===== src/rtl/edac_pkg.sv =====
// Shared definitions for the EDAC error monitor: alert FSM state encoding,
// event-type tags stored in the log MSB, and the log entry width helper.
// No logic; imported by edac_err_monitor and its sub-module.
package edac_pkg;

  typedef enum logic [1:0] {
    ST_IDLE  = 2'd0,
    ST_ALERT = 2'd1,
    ST_FATAL = 2'd2
  } state_e;

  localparam logic EVT_SEC = 1'b0;
  localparam logic EVT_DED = 1'b1;

  // Log entry = {type, data}
  function automatic int log_width(input int data_bits);
    return data_bits + 1;
  endfunction

endpackage


===== src/rtl/edac_log_fifo.sv =====
// Purpose: first-word-fall-through synchronous FIFO for the error event log.
// Latency: a push is visible at rd_dat_o the cycle after it is accepted; head shows continuously.
// Backpressure: push on full is refused unless a pop happens in the same cycle; pop on empty is ignored.
// Ports: clk_i/rst_ni clock and async active-low reset; flush_i empties the FIFO (wins over push/pop);
//        push_i/push_dat_i write side; pop_i removes head; rd_dat_o head entry (0 when empty);
//        full_o/empty_o occupancy flags.
module edac_log_fifo #(
  parameter int WIDTH = 9,
  parameter int DEPTH = 4
) (
  input  logic             clk_i,
  input  logic             rst_ni,
  input  logic             flush_i,
  input  logic             push_i,
  input  logic [WIDTH-1:0] push_dat_i,
  input  logic             pop_i,
  output logic [WIDTH-1:0] rd_dat_o,
  output logic             full_o,
  output logic             empty_o
);

  localparam int AW = (DEPTH > 1) ? $clog2(DEPTH) : 1;
  localparam logic [AW:0] DEPTH_C = (AW + 1)'(DEPTH);

  logic [WIDTH-1:0] mem_q [DEPTH];
  logic [AW-1:0]    wr_ptr_q, rd_ptr_q;
  logic [AW:0]      cnt_q;
  logic             do_push, do_pop;

  assign empty_o = (cnt_q == '0);
  assign full_o  = (cnt_q == DEPTH_C);
  assign do_pop  = pop_i && !empty_o;
  // A pop frees the slot a same-cycle push needs, so full does not block it.
  assign do_push = push_i && (!full_o || do_pop);

  // Stale storage is hidden so an empty log always reads as zero.
  assign rd_dat_o = empty_o ? '0 : mem_q[rd_ptr_q];

  // Pointers wrap naturally because DEPTH is a power of two.
  always_ff @(posedge clk_i or negedge rst_ni) begin
    if (!rst_ni) begin
      wr_ptr_q <= '0;
      rd_ptr_q <= '0;
      cnt_q    <= '0;
    end else if (flush_i) begin
      wr_ptr_q <= '0;
      rd_ptr_q <= '0;
      cnt_q    <= '0;
    end else begin
      if (do_push) wr_ptr_q <= wr_ptr_q + 1'b1;
      if (do_pop)  rd_ptr_q <= rd_ptr_q + 1'b1;
      case ({do_push, do_pop})
        2'b10:   cnt_q <= cnt_q + 1'b1;
        2'b01:   cnt_q <= cnt_q - 1'b1;
        default: cnt_q <= cnt_q;
      endcase
    end
  end

  always_ff @(posedge clk_i) begin
    if (do_push && !flush_i) mem_q[wr_ptr_q] <= push_dat_i;
  end

endmodule


===== src/rtl/edac_err_monitor.sv =====
// Purpose: counts SEC/DED events from the EDAC decoder, logs them, and raises alert/fatal interrupts.
// Latency: counters, FSM outputs and log head update one cycle after the sampled event.
// Backpressure: none upstream; events arriving with the log full are dropped and flagged in Log_ovf.
// Ports: clk/reset_b clock and async active-low reset; *_14p decoder data, flags and valid;
//        Irq_ack acknowledges ALERT; Clear resets counters/log/overflow/FSM; Log_rd_en pops the log;
//        Sec/Ded_count_15p saturating counts; Irq_15p/Fatal_15p interrupt state;
//        Log_rd_data/Log_empty/Log_full/Log_ovf event log interface.
module edac_err_monitor
  import edac_pkg::*;
#(
  parameter int DATA_BITS  = 8,
  parameter int CNT_BITS   = 8,
  parameter int LOG_DEPTH  = 4,
  parameter int SEC_THRESH = 16
) (
  input  logic                 clk,
  input  logic                 reset_b,
  input  logic [DATA_BITS-1:0] Data_in_14p,
  input  logic                 EDACerr1_14p,
  input  logic                 EDACerr2_14p,
  input  logic                 Data_valid_14p,
  input  logic                 Irq_ack,
  input  logic                 Clear,
  input  logic                 Log_rd_en,
  output logic [CNT_BITS-1:0]  Sec_count_15p,
  output logic [CNT_BITS-1:0]  Ded_count_15p,
  output logic                 Irq_15p,
  output logic                 Fatal_15p,
  output logic [DATA_BITS:0]   Log_rd_data,
  output logic                 Log_empty,
  output logic                 Log_full,
  output logic                 Log_ovf
);

  localparam int                  LOG_W   = log_width(DATA_BITS);
  localparam logic [CNT_BITS-1:0] CNT_MAX = '1;
  localparam logic [CNT_BITS-1:0] THRESH  = CNT_BITS'(SEC_THRESH);

  state_e              state_q, state_d;
  logic [CNT_BITS-1:0] sec_q, sec_d, ded_q, ded_d;
  logic [CNT_BITS-1:0] sec_inc, ded_inc;
  logic                ovf_q, ovf_d;
  logic                ev_sec, ev_ded, ev_any;
  logic                fifo_push, fifo_pop, fifo_full, fifo_empty;
  logic [LOG_W-1:0]    fifo_dat;

  // DED dominates when both flags are raised.
  assign ev_ded = Data_valid_14p && EDACerr2_14p;
  assign ev_sec = Data_valid_14p && EDACerr1_14p && !EDACerr2_14p;
  assign ev_any = ev_sec || ev_ded;

  assign sec_inc = (sec_q == CNT_MAX) ? sec_q : sec_q + 1'b1;
  assign ded_inc = (ded_q == CNT_MAX) ? ded_q : ded_q + 1'b1;

  // Clear also flushes the FIFO, so gating here just keeps intent explicit.
  assign fifo_push = ev_any && !Clear;
  assign fifo_pop  = Log_rd_en && !Clear;
  assign fifo_dat  = {(ev_ded ? EVT_DED : EVT_SEC), Data_in_14p};

  edac_log_fifo #(
    .WIDTH (LOG_W),
    .DEPTH (LOG_DEPTH)
  ) u_log (
    .clk_i      (clk),
    .rst_ni     (reset_b),
    .flush_i    (Clear),
    .push_i     (fifo_push),
    .push_dat_i (fifo_dat),
    .pop_i      (fifo_pop),
    .rd_dat_o   (Log_rd_data),
    .full_o     (fifo_full),
    .empty_o    (fifo_empty)
  );

  always_ff @(posedge clk or negedge reset_b) begin
    if (!reset_b) begin
      state_q <= ST_IDLE;
      sec_q   <= '0;
      ded_q   <= '0;
      ovf_q   <= 1'b0;
    end else begin
      state_q <= state_d;
      sec_q   <= sec_d;
      ded_q   <= ded_d;
      ovf_q   <= ovf_d;
    end
  end

  always_comb begin
    state_d   = state_q;
    sec_d     = sec_q;
    ded_d     = ded_q;
    ovf_d     = ovf_q;
    Irq_15p   = (state_q != ST_IDLE);
    Fatal_15p = (state_q == ST_FATAL);

    if (Clear) begin
      state_d = ST_IDLE;
      sec_d   = '0;
      ded_d   = '0;
      ovf_d   = 1'b0;
    end else begin
      if (ev_sec) sec_d = sec_inc;
      if (ev_ded) ded_d = ded_inc;
      // Full only drops the event when no same-cycle pop makes room.
      if (ev_any && fifo_full && !Log_rd_en) ovf_d = 1'b1;

      case (state_q)
        ST_IDLE: begin
          if (ev_ded) begin
            state_d = ST_FATAL;
          end else if (ev_sec && (sec_inc >= THRESH)) begin
            state_d = ST_ALERT;
          end
        end
        ST_ALERT: begin
          if (ev_ded) begin
            state_d = ST_FATAL;
          end else if (Irq_ack) begin
            // Restart the threshold window; a concurrent SEC is dropped from the count.
            state_d = ST_IDLE;
            sec_d   = '0;
          end
        end
        ST_FATAL: state_d = ST_FATAL;
        default:  state_d = ST_IDLE;
      endcase
    end
  end

  assign Sec_count_15p = sec_q;
  assign Ded_count_15p = ded_q;
  assign Log_empty     = fifo_empty;
  assign Log_full      = fifo_full;
  assign Log_ovf       = ovf_q;

endmodule


===== config.mk =====
export PLATFORM = sky130hd
export DESIGN_NAME = edac_err_monitor
export DESIGN_NICKNAME = d
export VERILOG_FILES = /design/src/rtl/edac_pkg.sv /design/src/rtl/edac_log_fifo.sv /design/src/rtl/edac_err_monitor.sv
export SDC_FILE = /design/constraint.sdc
export NUM_CORES = 1
export LEC_CHECK = 0
export BUFFER_PORTS_ARGS = -buffer_cell sky130_fd_sc_hd__buf_2
export CAP_MARGIN = 25
export CORE_MARGIN = 3
export CORE_UTILIZATION = 45
export DETAILED_ROUTE_END_ITERATION = 16
export MAX_ROUTING_LAYER = met4
export PLACE_DENSITY = 0.68
export SYNTH_ARGS = -nofsm -noshare
export SYNTH_HDL_FRONTEND = slang
export SYNTH_SLANG_ARGS = --single-unit

===== constraint.sdc =====
create_clock -name clk -period 2.3 [get_ports clk]
set_clock_uncertainty 0.05 [all_clocks]
set_input_delay 0.115 -clock clk [delete_from_list [all_inputs] [get_ports clk]]
set_output_delay 0.115 -clock clk [all_outputs]
set_load 0.005 [all_outputs]

# == Word level (Yosys, flattened, before mapping) ==
# Memories as Yosys holds them, arrays and structs flattened.
# Index checks and enable logic that the tools add are counted.
# classes
addsub,6
mul,0
n_div,0
n_lt_le_gt_ge,1
n_eq_ne,10
shift,0
muxes,27
n_bitwise,0
n_reduce_logical,28
# ops
op,n
8-bit two-way mux,9
2-bit two-way mux,9
"8-bit by 1-bit adder with 8-bit output, second input constant",2
"8-bit == test, second input constant",2
1-bit logical AND,11
2-bit nonzero test,5
9-bit two-way mux,1
"8-bit by 5-bit >= comparator with 1-bit output, second input constant",1
"4-bit inequality test, second input constant",2
2-bit one-hot mux with 3 select lines,1
3-bit one-hot mux with 2 select lines,1
1-bit logical NOT,5
1-bit two-way mux,5
"2-bit by 1-bit adder with 2-bit output, second input constant",2
"2-bit by 1-bit == test with 1-bit output, second input constant",2
"2-bit == test, second input constant",2
2-bit AND reduction,2
"3-bit by 1-bit adder with 3-bit output, second input constant",1
"3-bit == test, second input constant",1
3-bit logical NOT,1
3-bit two-way mux,1
3-bit nonzero test,1
"3-bit by 1-bit subtractor with 3-bit output, second input constant",1
2-bit logical NOT,1
2 further kinds,3
# word_totals
regBits,26
latchBits,0
mem_bits_rw,36
romBits,0
output_inout_bits,30
mem_count,1
# mem_list
name,words,word_bits,rd,rd_ports_with_merged_regs,write_ports,line,rtl
u_log.mem_q,4,9,1,0,1,edac_log_fifo.sv:25,logic [WIDTH-1:0] mem_q [DEPTH];

# == Logic depth before layout (Yosys ltp) ==
# Gate-level depths: netlist (run 1).
# logic_depth
ltp_word,8
mapped_depth,8
ltp_nobuf,7

# == Modules after synthesis ==
# From an unflattened synthesis (run 1), not the netlist that was laid out.
# unflattened
cells_unflattened,238
area_unflattened_um2,3015.4
# modules_own_cells
module,instances,cells_each,area_each_um2,seq_area_each_um2
edac_log_fifo,1,119,1914.3,1256.2
edac_err_monitor,1,119,1101.1,475.5

# == Worst setup path before layout (run 1) ==
# No wires, ideal clock.
# synth_timing
kind,reg2reg
startpoint,register u_log.cnt_q[1]
endpoint,register u_log.cnt_q[2]
arrival_ns,2.035
path_slack_ns,0.133
stages_incl_launch_ff,9
n_path_buf,1
period_less_slack_ns,2.167
cell_sequence,dfrtp_1 or3_1 buf_6 nand3_1 nor2_1 fa_1 nor4b_1 o21bai_1 a31oi_1
# synth_between
elab_chain_len,8
# synth_rtl
item,line,rtl
start: declaration,edac_log_fifo.sv:27,logic [AW:0] cnt_q;
start signal: assignment,edac_log_fifo.sv:53,2'b10: cnt_q <= cnt_q + 1'b1;
start signal: assignment,edac_log_fifo.sv:54,2'b01: cnt_q <= cnt_q - 1'b1;
start signal: assignment,edac_log_fifo.sv:55,default: cnt_q <= cnt_q;
3-bit logical NOT,edac_log_fifo.sv:30,assign empty_o = (cnt_q == '0);
1-bit logical NOT,edac_log_fifo.sv:32,assign do_pop = pop_i && !empty_o;
1-bit logical AND,edac_log_fifo.sv:32,
1-bit logical OR,edac_log_fifo.sv:34,assign do_push = push_i && (!full_o || do_pop);
1-bit logical AND,edac_log_fifo.sv:34,
2-bit by 1-bit == test with 1-bit output or 2-bit == test (tied branches),edac_log_fifo.sv:52,"case ({do_push, do_pop})"
3-bit one-hot mux with 2 select lines,edac_log_fifo.sv:52,
3-bit two-way mux,edac_log_fifo.sv:45,end else if (flush_i) begin
# Parallel ways exist; a longest one is shown, timed or not.
# A chain may end at the register's enable or synchronous reset.

# == Worst setup path in the final report (run 1) ==
# layout_timing
startpoint,register u_log.cnt_q[2]
endpoint,register u_log.cnt_q[2]
# Same word-level chain as after synthesis.

==> metrics.md, run 1 <==
| Metric | Value |
|---|---|
| Effective utilization at floorplan | `0.468` |
| CTS Hold Buffers Added | `10` |
| LEAKAGE | `1.50 nW` |
| Peak Freq | `479 MHz` |
| Slew margin rel. | `0.614` |
| RSZ-0062 raised after global routing | `no` |
| Setup TNS | `0 ps` |
| Pin count of the biggest net entering global routing | `27` |
| Startpoint types | `flop` |
| Area of the mapped netlist | `approximately 0.003 mm²` |
| Total area of sequential cells | `roughly 0.0017 mm²` |
| Fin util | `0.567` |
| Footprint of the multi-input gates | `0.00117 mm²` |
| Pwr Density | `727 mW/mm²` |
| Area Growth Syn to Fin | `21.1%` |
| Max stage delay cell, worst path | `dfrtp_1` |
| Die height | `87.5 µm` |
| WP data arrival | `2310 ps` |
| Least-Margin Pin Slew | `579 ps` |
| Final hold violation count | `0` |
| Clock transition at the registers of the reported paths | `70 ps` |
| Drt total wl | `5800 µm` |
| First-pass GRT wire length | `around 9700 µm` |
| I/O pins | `46` |
| Fill cell count | `531` |
| Root Driver | `clkbuf_8` |
| Largest cells by area after synthesis | `edfxtp_1 36%, dfrtp_1 22%, mux4_2 6.8%, and2_1 3.6%, ha_1 2.5%` |
| Commonest non-fill, non-tap cells in the layout | `45 x buf_2, 36 x edfxtp_1, 26 x dfrtp_1` |
| Post-Syn Nets | `255` |
| Run status | `finished clean` |
| Final net count | `about 320` |
| Vias in the first global route | `2007` |
| Via/cell ratio | `around 5.6` |
| DP HPWL | `3960 µm` |
| GRT Total Usage | `0.174` |
| CP cell instances | `or3_1 -> nand3_1 -> nor2_1 -> fa_1 -> nor4b_1 -> o21bai_1 -> a31oi_1` |
| Via count | `2083` |
| Post-CTS setup buffers | `0` |
| CTS Buf Count | `9` |
| Register area share after synthesis | `0.579` |
| Commonest non-fill, non-tap cell in the layout | `buf_2` |
| Total core area | `0.00639 mm²` |
| Post-CTS sizing | `0` |
| Final worst path period share | `0.907` |
| DR WL/cell | `15.5 µm` |
| Die ar. | `about 0.0077 mm²` |
| Antenna Violating Nets Remaining | `0` |
| Peak supply drop | `0.435 mV` |
| Min Tclk post-route | `2090 ps` |
| EDFF count, synth | `36` |
| GRT Residual Overflow | `0` |
| CTS Buffer Depth | `2` |
| Synth Register Bits | `between 60 and 70` |
| Library cells used by synthesis | `51` |
| Syn Inst Count | `approximately 230` |
| Clock tree from TritonCTS | `built` |
| CTS Sinks | `62` |
| Synth Flop Type | `edfxtp_1` |
| 1st-iter DRT viols | `131` |
| Crit-path max FO | `5` |
| Fin cells | `around 370` |
| Synth warn | `0` |
| DRC viols | `0` |
| Placed cells | `348` |
| Hold crit path type | `in2reg` |
| Worst skew pair latency | `340 ps` |
| Synth async-reset ratio | `0.419` |
| Pins Over Slew Limit | `0` |
| Crit-path max cell delay | `420 ps` |
| Number of diodes | `0` |
| Syn avg cell area | `12.9 µm²` |
| Critical path capture point type | `flop` |
| Htree depth | `3` |
| Drt pass-1 iters | `4` |
| Max-cap violations | `0` |
| Standard-cell row count | `29` |
| Die X | `87.5 µm` |
| Routability Congestion | `0.796` |
| Antenna violations before repair | `0` |
| Share of layout cells above drive strength 1 | `0.286` |
| Final setup fails | `0` |
| Post-synth top area cell | `edfxtp_1` |
| Top-area cell type share of the netlist area | `0.362` |
| CP Data Required Time | `roughly 2500 ps` |
| Port-buffer cells | `45` |
| Crit path kind | `reg2reg` |
-- report_power, final --
group / switching [mW] / internal [mW]
Combinational: 0.163 / 0.153
Sequential: 0.0175 / 1.21
Clock: 0.463 / 0.625
-- final timing paths --
check                                                 from                           end  slack, ps  cells past startpoint
min in group asynchronous                          reset_b    Sec_count_15p[1]$_DFF_PN0_        250                      2
worst max-delay path            u_log.cnt_q[2]$_DFFE_PN0P_    u_log.cnt_q[2]$_DFFE_PN0P_        210                      7
worst min-delay path                               Irq_ack        state_q[0]$_DFFE_PN0P_         10                      3
worst min register to register         Log_ovf$_DFFE_PN0P_           Log_ovf$_DFFE_PN0P_        470                      2
worst max register to register  u_log.cnt_q[2]$_DFFE_PN0P_    u_log.cnt_q[2]$_DFFE_PN0P_        210                      7
max in group asynchronous                          reset_b  Ded_count_15p[4]$_DFFE_PN0P_       1560                      2
-- critical path: cells and delay by family (launching register included) --
| family | cells | cell delay, ps |
|---|---|---|
| flops | 1 | 420 |
| fa+ha+maj | 1 | 410 |
| compound gates | 2 | 240 |
| simple gates | 4 | 890 |
-- cell type report --
| class | instances | share of cell area |
|---|---|---|
| flip-flops and latches | 62 | 0.478 |
| clock inverters | 7 | 0.0287 |
| well taps | 77 | 0.0266 |
| repair buffers | 61 | 0.102 |
| clock buffers | 9 | 0.0342 |
| multi-input cells | 151 | 0.323 |
| inverters | 7 | 0.00726 |
-- synth_stat cells, types with 2 or more instances --
master and n:
nor4b_1 2, a41o_1 2, a21oi_1 10, or2_2 2, mux2i_1 4, a211oi_1 2, nor3_1 6, o21ai_0 5
nand3_1 7, o21bai_1 2, nor2_1 18, nand2_1 8, nand4_1 3, nand3b_1 3, inv_1 6, a31oi_1 4
dfrtp_1 26, o211ai_1 2, ha_1 6, mux4_2 9, edfxtp_1 36, and3_1 5, a311oi_1 4, or3_1 3
o31ai_1 2, xor2_1 7, buf_2 5, and2_1 17, clkbuf_1 4
-- cell families after synthesis --
group | count (synthesis) | share of synthesized area
buffers and inverters | 19 | 0.0301
flip-flops | 62 | 0.579
multiplexers | 13 | 0.0812
AND/OR/NAND/NOR | 80 | 0.147
XOR/XNOR | 8 | 0.0234
AO/OA/AOI/OAI | 43 | 0.107
adder cells (fa/ha/maj) | 7 | 0.0318
-- flip-flops by register name, summed over array words and instances (netlist names) --
register	cells
u_log.rd_ptr_q	2
Ded_count_15p	8
Sec_count_15p	8
u_log.wr_ptr_q	2
u_log.mem_q	36
u_log.cnt_q	3
state_q	2
Log_ovf	1
-- metrics by stage --
step | power (mW) | cell area [µm²] | hold WS, ps | worst slack, ps
2_1_floorplan | 1.45 | 2990 | -231 | 133
3_3_place_gp | 1.55 | 3290 | 106 | 277
3_5_place_dp | 1.56 | 3290 | 106 | 217
4_1_cts | 2.67 | 3620 | 5.43 | 199
5_1_grt | 2.76 | 3620 | 24.3 | 69.6
6_report | 2.63 | 3620 | 13.7 | 214
-- routing by layer --
metal  global-route usage  part of all wire  wire [µm]  vias to the layer above
li1                     -                 -          -                     1001
met1                0.226              0.45       2580                     1009
met2                0.255              0.48       2790                       66
met3               0.0482             0.057        328                        7
met4               0.0767             0.017        100                        0
met5                    -                 0          0                        -
Power figures use the tool's default switching activity.
==> run 2: changes to the inputs <==
--- a/config.mk
+++ b/config.mk
@@ -6,10 +6,11 @@
 export NUM_CORES = 1
 export LEC_CHECK = 0
 export BUFFER_PORTS_ARGS = -buffer_cell sky130_fd_sc_hd__buf_2
-export CAP_MARGIN = 25
+export CAP_MARGIN = 10
 export CORE_MARGIN = 3
 export CORE_UTILIZATION = 45
 export DETAILED_ROUTE_END_ITERATION = 16
+export GPL_TIMING_DRIVEN = 0
 export MAX_ROUTING_LAYER = met4
 export PLACE_DENSITY = 0.68
 export SYNTH_ARGS = -nofsm -noshare
==> run 2 against run 1 <==
Largest power group unchanged. Design area is 1.3% higher. Via count shrank 1.5%. First-iteration DRC count down 37%. Wire length rose by 1.6%.
==> metrics.md, run 2 (synthesis gave the netlist of run 1 again) <==
| Metric | Value |
|---|---|
| Area Growth Syn to Fin | `22.6%` |
| Sw Share | `0.248 (+0.00360)` |
| Number of diodes | `0 (unchanged)` |
| Critical path capture point type | `flop` |
| Largest register FFs | `36 (unchanged)` |
| Via/cell ratio | `5.41 (-2.8%)` |
| GRT Residual Overflow | `0 (unchanged)` |
| Pin count of the biggest net entering global routing | `27 (unchanged)` |
| Commonest non-fill, non-tap cell in the layout | `buf_2` |
| Least-Margin Pin Slew | `625 ps (+46.1 ps)` |
| Crit-path max FO | `7 (+2)` |
| Startpoint types | `flop` |
| DRC viols | `0 (unchanged)` |
| Final setup fails | `0 (unchanged)` |
| RSZ-0062 raised after global routing | `no` |
| Hold crit path type | `in2reg` |
| Total core area | `0.00639 mm² (unchanged)` |
| Min Tclk post-route | `2150 ps (+67.3 ps)` |
| First-pass GRT wire length | `9350 µm (-3.3%)` |
| Sw power | `0.657 mW (+2.0%)` |
| 1st-iter DRT viols | `83 (-37%)` |
| Standard-cell row count | `29 (unchanged)` |
| GRT Total Usage | `0.170 (-0.00436)` |
| Port-buffer cells | `44 (-2.2%)` |
| Peak Freq | `464 MHz (-3.1%)` |
| Crit path kind | `reg2reg` |
| Sum of buffers and inverters on the critical path | `0 (unchanged)` |
| Drt pass-1 iters | `4 (unchanged)` |
| Slew margin rel. | `0.583 (-0.0307)` |
| Gate power share | `0.120 (about the same)` |
| Sequential power share | `0.466 (about the same)` |
| Vias in the first global route | `1923 (-4.2%)` |
| Pins Over Slew Limit | `0 (unchanged)` |
| Setup ws final | `146 ps (-67.3 ps)` |
| LEAKAGE | `1.51 nW (+0.66%)` |
| DR WL/cell | `15.6 µm (+0.25%)` |
| I/O pins | `46 (unchanged)` |
| Clock Power Share | `0.414 (about the same)` |
| Top delay family on crit path | `simple AND/OR/NAND/NOR gates` |
| Peak supply drop | `0.413 mV (-5.2%)` |
| Root Driver | `clkbuf_8` |
| Final hold violation count | `0 (unchanged)` |
| CP cell instances | `or3_4 -> nand3_4 -> nor2_2 -> fa_2 -> nor3b_2 -> nand3b_1 -> a31oi_1` |
| Max-cap violations | `0 (unchanged)` |
| Run status | `finished clean` |
| Worst skew pair latency | `340 ps (about the same)` |
| Die height | `87.5 µm (unchanged)` |
| DP HPWL | `3980 µm (+0.53%)` |
| Total power | `2.65 mW (+0.55%)` |
| CTS Buf Count | `9 (unchanged)` |
| Int Pwr | `1.99 mW (about the same)` |
| Place WS | `-160 ps (-377 ps)` |
| Htree depth | `3 (unchanged)` |
| Effective utilization at floorplan | `0.468 (unchanged)` |
| Crit-path max cell delay | `450 ps (+30 ps)` |
| WP data arrival | `2360 ps (+50 ps)` |
| Commonest non-fill, non-tap cells in the layout | `49 x buf_2, 36 x edfxtp_1, 24 x dfrtp_1` |
| CTS Buffer Depth | `2 (unchanged)` |
| Antenna Violating Nets Remaining | `0 (unchanged)` |
| CP Data Required Time | `2510 ps (about the same)` |
| Drt total wl | `5900 µm (+1.6%)` |
| Die X | `87.5 µm (unchanged)` |
| Most flops, register | `u_log.mem_q` |
| CTS Sinks | `62 (unchanged)` |
| Pwr Density | `721 mW/mm² (-0.72%)` |
| Routability Congestion | `0.846 (+6.3%)` |
| Clock tree from TritonCTS | `built` |
| Die ar. | `0.00766 mm² (unchanged)` |
| Max stage delay cell, worst path | `dfrtp_2` |
| Final net count | `320 (+1.6%)` |
| Fin util | `0.574 (+0.00725)` |
| Final worst path period share | `0.936 (+0.0293)` |
| Clock transition at the registers of the reported paths | `80 ps (about the same)` |
| Antenna violations before repair | `0 (unchanged)` |
| Via count | `2052 (-1.5%)` |
| Share of layout cells above drive strength 1 | `0.315 (+0.0284)` |
[run 2: cell types whose count changed in the layout (fill, tap and decap cells not counted), sizes merged]
cell         change
buf              +1
inv              -1
clkbuf           +5
dlygate4sd3      -1
clkinv           +1
[run 2: worst paths after layout]
kind,slack [ps],cells after the start,from,end
setup / recovery,150,7,u_log.cnt_q[1]$_DFFE_PN0P_,u_log.cnt_q[2]$_DFFE_PN0P_
hold / removal,20,3,Irq_ack,state_q[0]$_DFFE_PN0P_
setup reg to reg,150,7,u_log.cnt_q[1]$_DFFE_PN0P_,u_log.cnt_q[2]$_DFFE_PN0P_
hold reg to reg,460,2,Log_ovf$_DFFE_PN0P_,Log_ovf$_DFFE_PN0P_
max in group asynchronous,1520,2,reset_b,u_log.cnt_q[1]$_DFFE_PN0P_
min in group asynchronous,250,2,reset_b,Sec_count_15p[3]$_DFF_PN0_
[run 2: per-stage QoR]
stage	area, µm²	TNS [ps]	cells	hold slack, ps
6_report	3670	0	379	21.1
5_1_grt	3670	0	379	19.4
4_1_cts	3640	0	378	19.8
3_5_place_dp	3310	-160	353	104
3_3_place_gp	3310	-91.5	353	109
2_1_floorplan	2990	0	232	-231
[run 2: worst register-to-register path, delay by kind of cell (launching register included)]
kind	cells	cell delay, ps
AND/OR/NAND/NOR	5	980
flip-flops	1	450
AO/OA/AOI/OAI	1	180
adder cells (fa/ha/maj)	1	420
[run 2: timing repair]
| item | 4_1_cts | 5_1_grt |
|---|---|---|
| pin swaps | 0 | 2 |
| hold buffers | 9 | 0 |
| resized for setup | 4 | 5 |
| gates cloned | 0 | 0 |
| setup buffers | 0 | 2 |
| hold endpoints to repair | 58 | 0 |
| endpoints found under the setup margin | 1 | 1 |
[run 2: power groups by stage]
stage / Combinational (mW) / Sequential [mW] / Clock, mW
floorplan: 0.194 / 1.25 / 0
global placement: 0.295 / 1.25 / 0
finish: 0.317 / 1.23 / 1.10
global route: 0.358 / 1.24 / 1.17
detailed placement: 0.299 / 1.26 / 0
CTS: 0.313 / 1.23 / 1.12
[run 2: final cells by class]
cell class                 count  area, µm²
buffer                        11       52.6
multi-input combinational    151       1200
sequential                    62       1730
clock buffer                   9        124
timing repair buffer          55        325
tap                           77       96.3
fill                         520       2720
inverter                       7       26.3
clock inverter                 7        106
[run 2: per-layer routing]
metal  part of all wire  up-vias  track usage
li1                   -     1011            -
met1               0.47      985        0.225
met2               0.47       48        0.245
met3              0.046        8       0.0454
met4              0.017        0       0.0753
met5                  0        -            -
